### config.mk
export PLATFORM = sky130hd
export DESIGN_NAME = fu_result_arbiter
export DESIGN_NICKNAME = d
export VERILOG_FILES = /design/src/rtl/fu_result_arbiter_pkg.sv /design/src/rtl/fu_result_arbiter_pick.sv /design/src/rtl/fu_result_arbiter.sv
export SDC_FILE = /design/constraint.sdc
export NUM_CORES = 1
export LEC_CHECK = 0
export CAP_MARGIN = 40
export CORE_MARGIN = 1.5
export CORE_UTILIZATION = 25
export CTS_CLUSTER_DIAMETER = 40
export DETAILED_ROUTE_END_ITERATION = 16
export PLACE_DENSITY = 0.66
export SETUP_SLACK_MARGIN = 0.4
export SLEW_MARGIN = 20
export SYNTH_ARGS = -nofsm -noshare
export SYNTH_HDL_FRONTEND = slang
export SYNTH_SLANG_ARGS = --single-unit
### constraint.sdc
create_clock -name clk -period 5.3 [get_ports clk]
set_input_delay 0.53 -clock clk [delete_from_list [all_inputs] [get_ports clk]]
set_output_delay 0.53 -clock clk [all_outputs]
set_load 0.02 [all_outputs]
### src/rtl/fu_result_arbiter_pkg.sv
// fu_result_arbiter_pkg: shared FU indices, default sizes and broadcast-queue entry width
package fu_result_arbiter_pkg;
  localparam int NUM_FU = 8;
  localparam int DATA_WIDTH = 32;
  localparam int TAG_WIDTH = 7;
  localparam int Q_WIDTH = TAG_WIDTH + DATA_WIDTH;
  typedef enum logic [3:0] {
    ADD = 4'd0,
    SUB = 4'd1,
    XOR = 4'd2,
    SRL = 4'd3,
    SRA = 4'd4,
    OR  = 4'd5,
    AND = 4'd6
  } fu_id_e;
endpackage

### src/rtl/fu_result_arbiter_pick.sv
// rr_priority_pick: first set request at or after ptr_i, wrapping from N-1 to 0
//   req_i   : request vector
//   ptr_i   : search start index
//   valid_o : any request set
//   idx_o   : chosen index (0 when no request)
module rr_priority_pick #(
  parameter int N = 8,
  parameter int W = $clog2(N)
) (
  input  logic [N-1:0] req_i,
  input  logic [W-1:0] ptr_i,
  output logic         valid_o,
  output logic [W-1:0] idx_o
);
  always_comb begin
    valid_o = |req_i;
    idx_o = '0;
    for (int k = N - 1; k >= 0; k--)
      if (req_i[(int'(ptr_i) + k) % N]) idx_o = W'((int'(ptr_i) + k) % N);
  end
endmodule

### src/rtl/fu_result_arbiter.sv
// fu_result_arbiter: round-robin selection of one finished FU result per cycle into the broadcast queue
//   fu_done/fu_result/fu_tag : per-FU valid, packed results and tags
//   fu_ack                   : one-cycle registered ack, one cycle after the write
//   queue_full               : broadcast FIFO back-pressure
//   q_wr_en/q_din            : combinational FIFO write, data {tag, result}
//   stall_count              : saturating count of cycles blocked by queue_full
module fu_result_arbiter
  import fu_result_arbiter_pkg::*;
#(
  parameter int NUM_FU = fu_result_arbiter_pkg::NUM_FU,
  parameter int DATA_WIDTH = fu_result_arbiter_pkg::DATA_WIDTH,
  parameter int TAG_WIDTH = fu_result_arbiter_pkg::TAG_WIDTH
) (
  input  logic                            clk,
  input  logic                            rst,
  input  logic [NUM_FU-1:0]               fu_done,
  input  logic [NUM_FU*DATA_WIDTH-1:0]    fu_result,
  input  logic [NUM_FU*TAG_WIDTH-1:0]     fu_tag,
  output logic [NUM_FU-1:0]               fu_ack,
  input  logic                            queue_full,
  output logic                            q_wr_en,
  output logic [TAG_WIDTH+DATA_WIDTH-1:0] q_din,
  output logic [15:0]                     stall_count
);
  localparam int PW = $clog2(NUM_FU);
  logic [PW-1:0] ptr_q, ptr_d, gidx;
  logic [NUM_FU-1:0] mask_q, mask_d, eligible;
  logic [15:0] stall_q, stall_d;
  logic pick_valid, grant;
  // the FU acked this cycle is masked so its lingering done cannot be written twice
  assign eligible = fu_done & ~mask_q;
  rr_priority_pick #(.N(NUM_FU), .W(PW)) u_pick (
    .req_i(eligible),
    .ptr_i(ptr_q),
    .valid_o(pick_valid),
    .idx_o(gidx)
  );
  always_comb begin
    grant = pick_valid & ~queue_full & ~rst;
    q_wr_en = grant;
    q_din = grant ? {fu_tag[gidx*TAG_WIDTH +: TAG_WIDTH], fu_result[gidx*DATA_WIDTH +: DATA_WIDTH]} : '0;
    mask_d = grant ? {{(NUM_FU-1){1'b0}}, 1'b1} << gidx : '0;
    ptr_d = grant ? (gidx == PW'(NUM_FU - 1) ? '0 : gidx + 1'b1) : ptr_q;
    stall_d = (queue_full & |fu_done & ~&stall_q) ? stall_q + 16'd1 : stall_q;
  end
  always_ff @(posedge clk) begin
    if (rst) begin
      ptr_q <= '0;
      mask_q <= '0;
      stall_q <= '0;
    end else begin
      ptr_q <= ptr_d;
      mask_q <= mask_d;
      stall_q <= stall_d;
    end
  end
  // the grant mask doubles as the ack register: both are one-hot of last cycle's grant
  assign fu_ack = mask_q;
  assign stall_count = stall_q;
endmodule

# == After elaboration in Yosys (flattened, before gate mapping) ==
# Index checks and enable logic that the tools add are counted.
# classes
order_cmp,8
n_mul,1
addsub,9
shifts,3
bitwise,16
eq_ne,1
n_reduce_logical,12
muxes,33
# ops
operator,n
$shiftx 256x9->32,1
$shiftx 56x7->7,1
$mux 39,1
$lt 4x5->1 const B,7
$mux 3,9
$bmux 1 s3,8
$reduce_or 3->1,7
$add 16x1->16 const B,1
$reduce_and 16->1,1
$reduce_or 8->1,2
$mux 1,15
$add 3x3->3 const B,4
$and 8x8->8,1
$not 8->8,1
$shl 1x3->8 const A,1
$and 1x1->1 const A,7
$add 3x1->3 const B,2
$add 3x2->3 const B,2
$mul 3x3->6 const B,1
$and 1x1->1,4
$lt 3x4->1 const B,1
$eq 3x3->1 const B,1
$not 1->1,3
$reduce_or 2->1,1
$logic_not 1->1,1
# totals
in_bits,323
register_bits,27
output_inout_bits,64

# == Logic depth before layout (Yosys ltp) ==
# Gate-level depths: netlist of the first run.
# logic_depth
ltp_word,17
ltp_mapped,18
ltp_nobuf,14

# == Hierarchy ==
# From an unflattened synthesis of the first run, not the netlist that was laid out.
# hier_totals
cells_unflattened,420
hier_area_um2,4595.7
# modules_own_cells
module,cells_per_inst,n_inst,area_each_um2
fu_result_arbiter,335,1,3803.6
rr_priority_pick,85,1,792.0

# == Least setup slack after synthesis of the first run ==
# OpenSTA, ideal clock, no wires.
# synth_timing
kind,flip-flop to output port
start,register ptr_q[1]
end,output port q_din[10]
arrival_time_ns,3.875
path_slack_ns,0.895
required_ns,4.770
stages_incl_launch_ff,14
n_path_buf,4
path_cell_list,dfxtp_1 > clkbuf_1 > clkinv_1 > ha_1 > clkbuf_1 > mux4_2 > o21bai_1 > a221oi_4 > buf_4 > clkbuf_1 > o22ai_1 > a2bb2oi_1 > mux2i_1 > o22ai_1
# synth_via
elab_chain_len,14
# synth_rtl
element,line,rtl
start: declaration,fu_result_arbiter.sv:26,"logic [PW-1:0] ptr_q, ptr_d, gidx;"
start signal: assignment,fu_result_arbiter.sv:52,ptr_q <= ptr_d;
$add 3x3->3,fu_result_arbiter_pick.sv:19,if (req_i[(int'(ptr_i) + k) % N]) idx_o = W'((int'(ptr_i) + k) % N);
$bmux 1 s3,fu_result_arbiter_pick.sv:19,
$mux 1 (implied by the code) (2 in series),fu_result_arbiter_pick.sv:19,
$mux 3 (7 in series),fu_result_arbiter_pick.sv:19,
$mux 3 *,fu_result_arbiter_pick.sv:19,
$shiftx 256x9->32 *,fu_result_arbiter.sv:41,"q_din = grant ? {fu_tag[gidx*TAG_WIDTH +: TAG_WIDTH], fu_result[gidx*DATA_WIDTH +: DATA_WIDTH]} : '0;"
$mux 39 *,fu_result_arbiter.sv:41,
end: declaration,fu_result_arbiter.sv:22,"output logic [TAG_WIDTH+DATA_WIDTH-1:0] q_din,"
# Every way passes the cells marked *; elsewhere a longest branch is shown, timed or not. The select of a mux whose other input is x is not followed.

# == Final worst setup path of the first run ==
# layout_timing
start,input port fu_done[7]
end,output port q_din[11]
# layout_via
elab_chain_len,14
# layout_rtl
element,line,rtl
start: declaration,fu_result_arbiter.sv:16,"input logic [NUM_FU-1:0] fu_done,"
$and 8x8->8 *,fu_result_arbiter.sv:31,assign eligible = fu_done & ~mask_q;
$bmux 1 s3,fu_result_arbiter_pick.sv:19,
$mux 1 (implied by the code) (2 in series),fu_result_arbiter_pick.sv:19,
$mux 3 (8 in series),fu_result_arbiter_pick.sv:19,
$shiftx 256x9->32,fu_result_arbiter.sv:41,
$mux 39 *,fu_result_arbiter.sv:41,
# Marked as above.

==> results.py, run 1 <==
metrics = {
    "clocking": {
        "clock_sinks": 27,
        "cts_root_buf": "clkbuf_16",
        "cts_inserted_buffers": 3,
        "worstSkewPairLatency_ns": 0.26,
        "cts_tree": "yes",
        "cts.clk_slew.worst_paths_ns": 0.07,
        "htree_levels": 1,
        "cts.path.max_buffers": 2,
    },
    "die": {
        "core_area_mm2": 0.0225,
        "rows": 55,
        "dieArea_mm2": 0.0237,
        "die_h_um": 154,
        "fp.dieW_um": 154,
        "initial_core_util_pct": 25.3,
        "io_pins": 387,
    },
    "grt": {
        "grt_pass1_vias": 7304,
        "grt_max_degree": 118,
        "grt_usage_pct": 23.3,
        "grt_pass1_wl_mm": 43.4,
        "grt_overflow": 0,
        "antenna_found_initial": 1,
    },
    "finish": {
        "syn_to_final_growth_pct": 79.9,
        "fin_util_pct": 45.5,
        "drive_above_1_share_pct": 7.80,
        "diodes": 0,
        "fin_nets": 1383,
        "fillCellCount": 2184,
    },
    "critical_path": {
        "cp_cell_sequence": "clkdlybuf4s50_1 -> nor2b_1 -> mux2i_1 -> mux4_2 -> o21bai_2 -> buf_4 -> o21ai_0 -> o21ba_2 -> buf_6 -> mux2_1 -> mux2i_1 -> o22ai_1 -> clkdlybuf4s50_1",
        "crit_type": "in2out",
        "cp.required_ns": 4.77,
        "critical_path.max_stage_delay_ns": 0.55,
        "end_kind": "output port",
        "critical_path.top_delay_family": "buffers and inverters",
        "cp-start-kind": "primary input",
        "rrSetupSlack_ns": 1.85,
        "worstPathMaxFanout": 16,
        "crit_slowest_cell": "mux4_2",
        "cp.arrival_ns": 4.25,
        "crit_buf_inv": 4,
    },
    "timing": {
        "finalHoldViolations": 0,
        "rsz0062_at_grt": "yes",
        "min_period_ns": 4.78,
        "holdWs_ns": 0.534,
        "relSlewSlack_pct": 44.9,
        "slew_viol_final": 0,
        "tns_ns": 0,
        "fin_worst_skew_ns": 0.00269,
        "fin_crit_sh_pct": 90.1,
        "fin_ws_ns": 0.522,
        "worst_slew_pin_slew_ns": 0.824,
        "finalSetupViolations": 0,
        "fmax_ghz": 0.209,
    },
    "placed_design": {
        "hpwlAfterDp_mm": 22.8,
        "place.gp.congestion": 0.920,
        "pre_cts_ws_ns": 0.209,
        "port_buffers": 386,
    },
    "detailed_routing": {
        "vias_per_cell": 5.77,
        "met3WireLength_mm": 1.98,
        "drc_errors": 0,
        "drtIter0Drc": 563,
        "first_pass_iters": 5,
        "wl_met1_mm": 12.5,
        "totalWireLength_mm": 29.9,
        "num_vias": 7708,
        "ant_nets": 0,
        "top_layer_used": "met5",
        "met2_length_mm": 14.6,
        "wl_per_cell_um": 22.4,
    },
    "synth": {
        "synth_nets": 1041,
        "synth_top_area_share_pct": 17.9,
        "synth_warnings": 0,
        "ys_ff_latch": 27,
        "synth_cells": 710,
        "synth_edf_count": 0,
        "synth_area_leaders": "a2bb2oi_1, o22ai_1, mux2i_1, dfxtp_1, mux2_1",
        "synth_common_cells": "o22ai_1, a2bb2oi_1, mux2i_1, clkbuf_1, nor2_1",
        "synth_most_common_cell": "o22ai_1",
        "synth-main-ff-cell": "dfxtp_1",
        "seq_area_frac_synth_pct": 9.50,
        "ys_types": 53,
        "synth_area_mm2": 0.00569,
        "avgSynthCellArea_um2": 8.02,
        "yosysTopAreaCell": "a2bb2oi_1",
        "async_flop_share_pct": 0,
    },
    "pwr": {
        "switching_share_pct": 52.0,
        "cellPowerDensity_mw_per_mm2": 900,
        "p_int_uw": 4420,
        "leakage_uw": 0.00443,
        "peakVddDrop_mv": 0.586,
        "switchingPower_uw": 4800,
        "total_power_uw": 9220,
        "clkPwrFrac_pct": 1.9,
        "seqPwrFrac_pct": 3.0,
        "combPwrFrac_pct": 95.0,
    },
    "hold_path": {
        "min_path_type": "reg2reg",
    },
    "run": {
        "maxCapViolCount": 0,
    },
    "status": {
        "status": "completed",
    },
}
## worst reg2reg max path, cell delays in order, from the launching register on
cell and delay, ns:
dfxtp_1 0.76, inv_2 0.29, mux4_2 0.55, o32a_1 0.35, o2111ai_1 0.29, a31oi_4 0.18
buf_12 0.21, inv_1 0.11, ha_1 0.17, ha_1 0.15, inv_1 0.05, a31oi_1 0.16
nor2_1 0.05
## per-layer routing
| metal | GRT usage, % | vias up |
|---|---|---|
| met5 | 0 | - |
| met3 | 3.83 | 60 |
| met4 | 4.72 | 2 |
| met1 | 30.3 | 3650 |
| met2 | 40.5 | 400 |
| li1 | - | 3596 |
## kinds of logic after synthesis
kind of cell / Yosys count / share of synthesized area (%)
buf+inv: 95 / 7.39
fa+ha+maj: 8 / 1.76
xor+xnor: 14 / 2.29
mux: 147 / 29.6
flops: 27 / 9.50
compound gates: 320 / 41.1
simple gates: 99 / 8.40
## state kept, by name (all words and copies together) (netlist names)
name,count
stall_count,16
ptr_q,3
fu_ack,8
## worst paths after layout
check	cells after the start	to	from
worst min register to register	2	stall_count[8]	stall_count[8]
worst min-delay path	2	stall_count[8]	stall_count[8]
worst max register to register	12	ptr_q[1]	ptr_q[2]
worst max-delay path	13	q_din[11]	fu_done[7]
## power by group through the flow
| stage | clock network (uW) | registers (uW) | logic (uW) |
|---|---|---|---|
| 2_1_floorplan | 0 | 268 | 5960 |
| 3_3_place_gp | 0 | 278 | 8500 |
| 3_5_place_dp | 0 | 278 | 8550 |
| 4_1_cts | 178 | 278 | 8600 |
| 5_1_grt | 186 | 286 | 9390 |
| 6_report | 177 | 281 | 8760 |
## layout make-up
cell class | count | area (um^2) | share of cell area [%]
Clock buffer | 3 | 75.1 | 0.733
Clock inverter | 1 | 7.51 | 0.0733
Inverter | 15 | 58.8 | 0.574
Multi-Input combinational cell | 588 | 4880 | 47.6
Sequential cell | 27 | 542 | 5.29
Tap cell | 285 | 357 | 3.48
Timing Repair Buffer | 417 | 4320 | 42.2
## metrics by stage
stage,area (um^2),instances
finish,10200,1336
global route,10200,1336
CTS,10100,1334
detailed placement,9950,1330
global placement,9950,1330
floorplan,5690,710
## repair_timing
item                       4_1_cts  5_1_grt
gates resized for setup         15       47
hold buffers                     0        0
pin swaps                        0        1
buffers inserted                 0        1
setup endpoints to repair       38       35
cloned                           0        1
## cells in the final DEF, fill, tap and decap left out, drive strengths merged, types with 2 or more instances in the layout
cell type	count
nor4	4
or3	2
o21ai	9
xnor2	4
nor3	4
dlygate4sd2	6
clkdlybuf4s50	353
inv	14
dfxtp	27
nand2	15
mux2	39
dlymetal6s2s	26
a2bb2oi	116
a21oi	11
mux4	13
buf	31
o2111ai	2
nand3	7
nor2b	9
mux2i	95
nand2b	8
nor2	39
clkbuf	4
xor2	10
a211oi	5
o22ai	156
a31oi	5
a22o	2
and3	2
o31ai	2
ha	8
nand4	5
Note: power is estimated with default switching activity, not from simulation.
==> run 2, diff against run 1 <==
- SKIP_LAST_GASP: unset -> 1
==> results of run 2 <==
No change in the layout: final DEF, timing and power equal those of run 1.
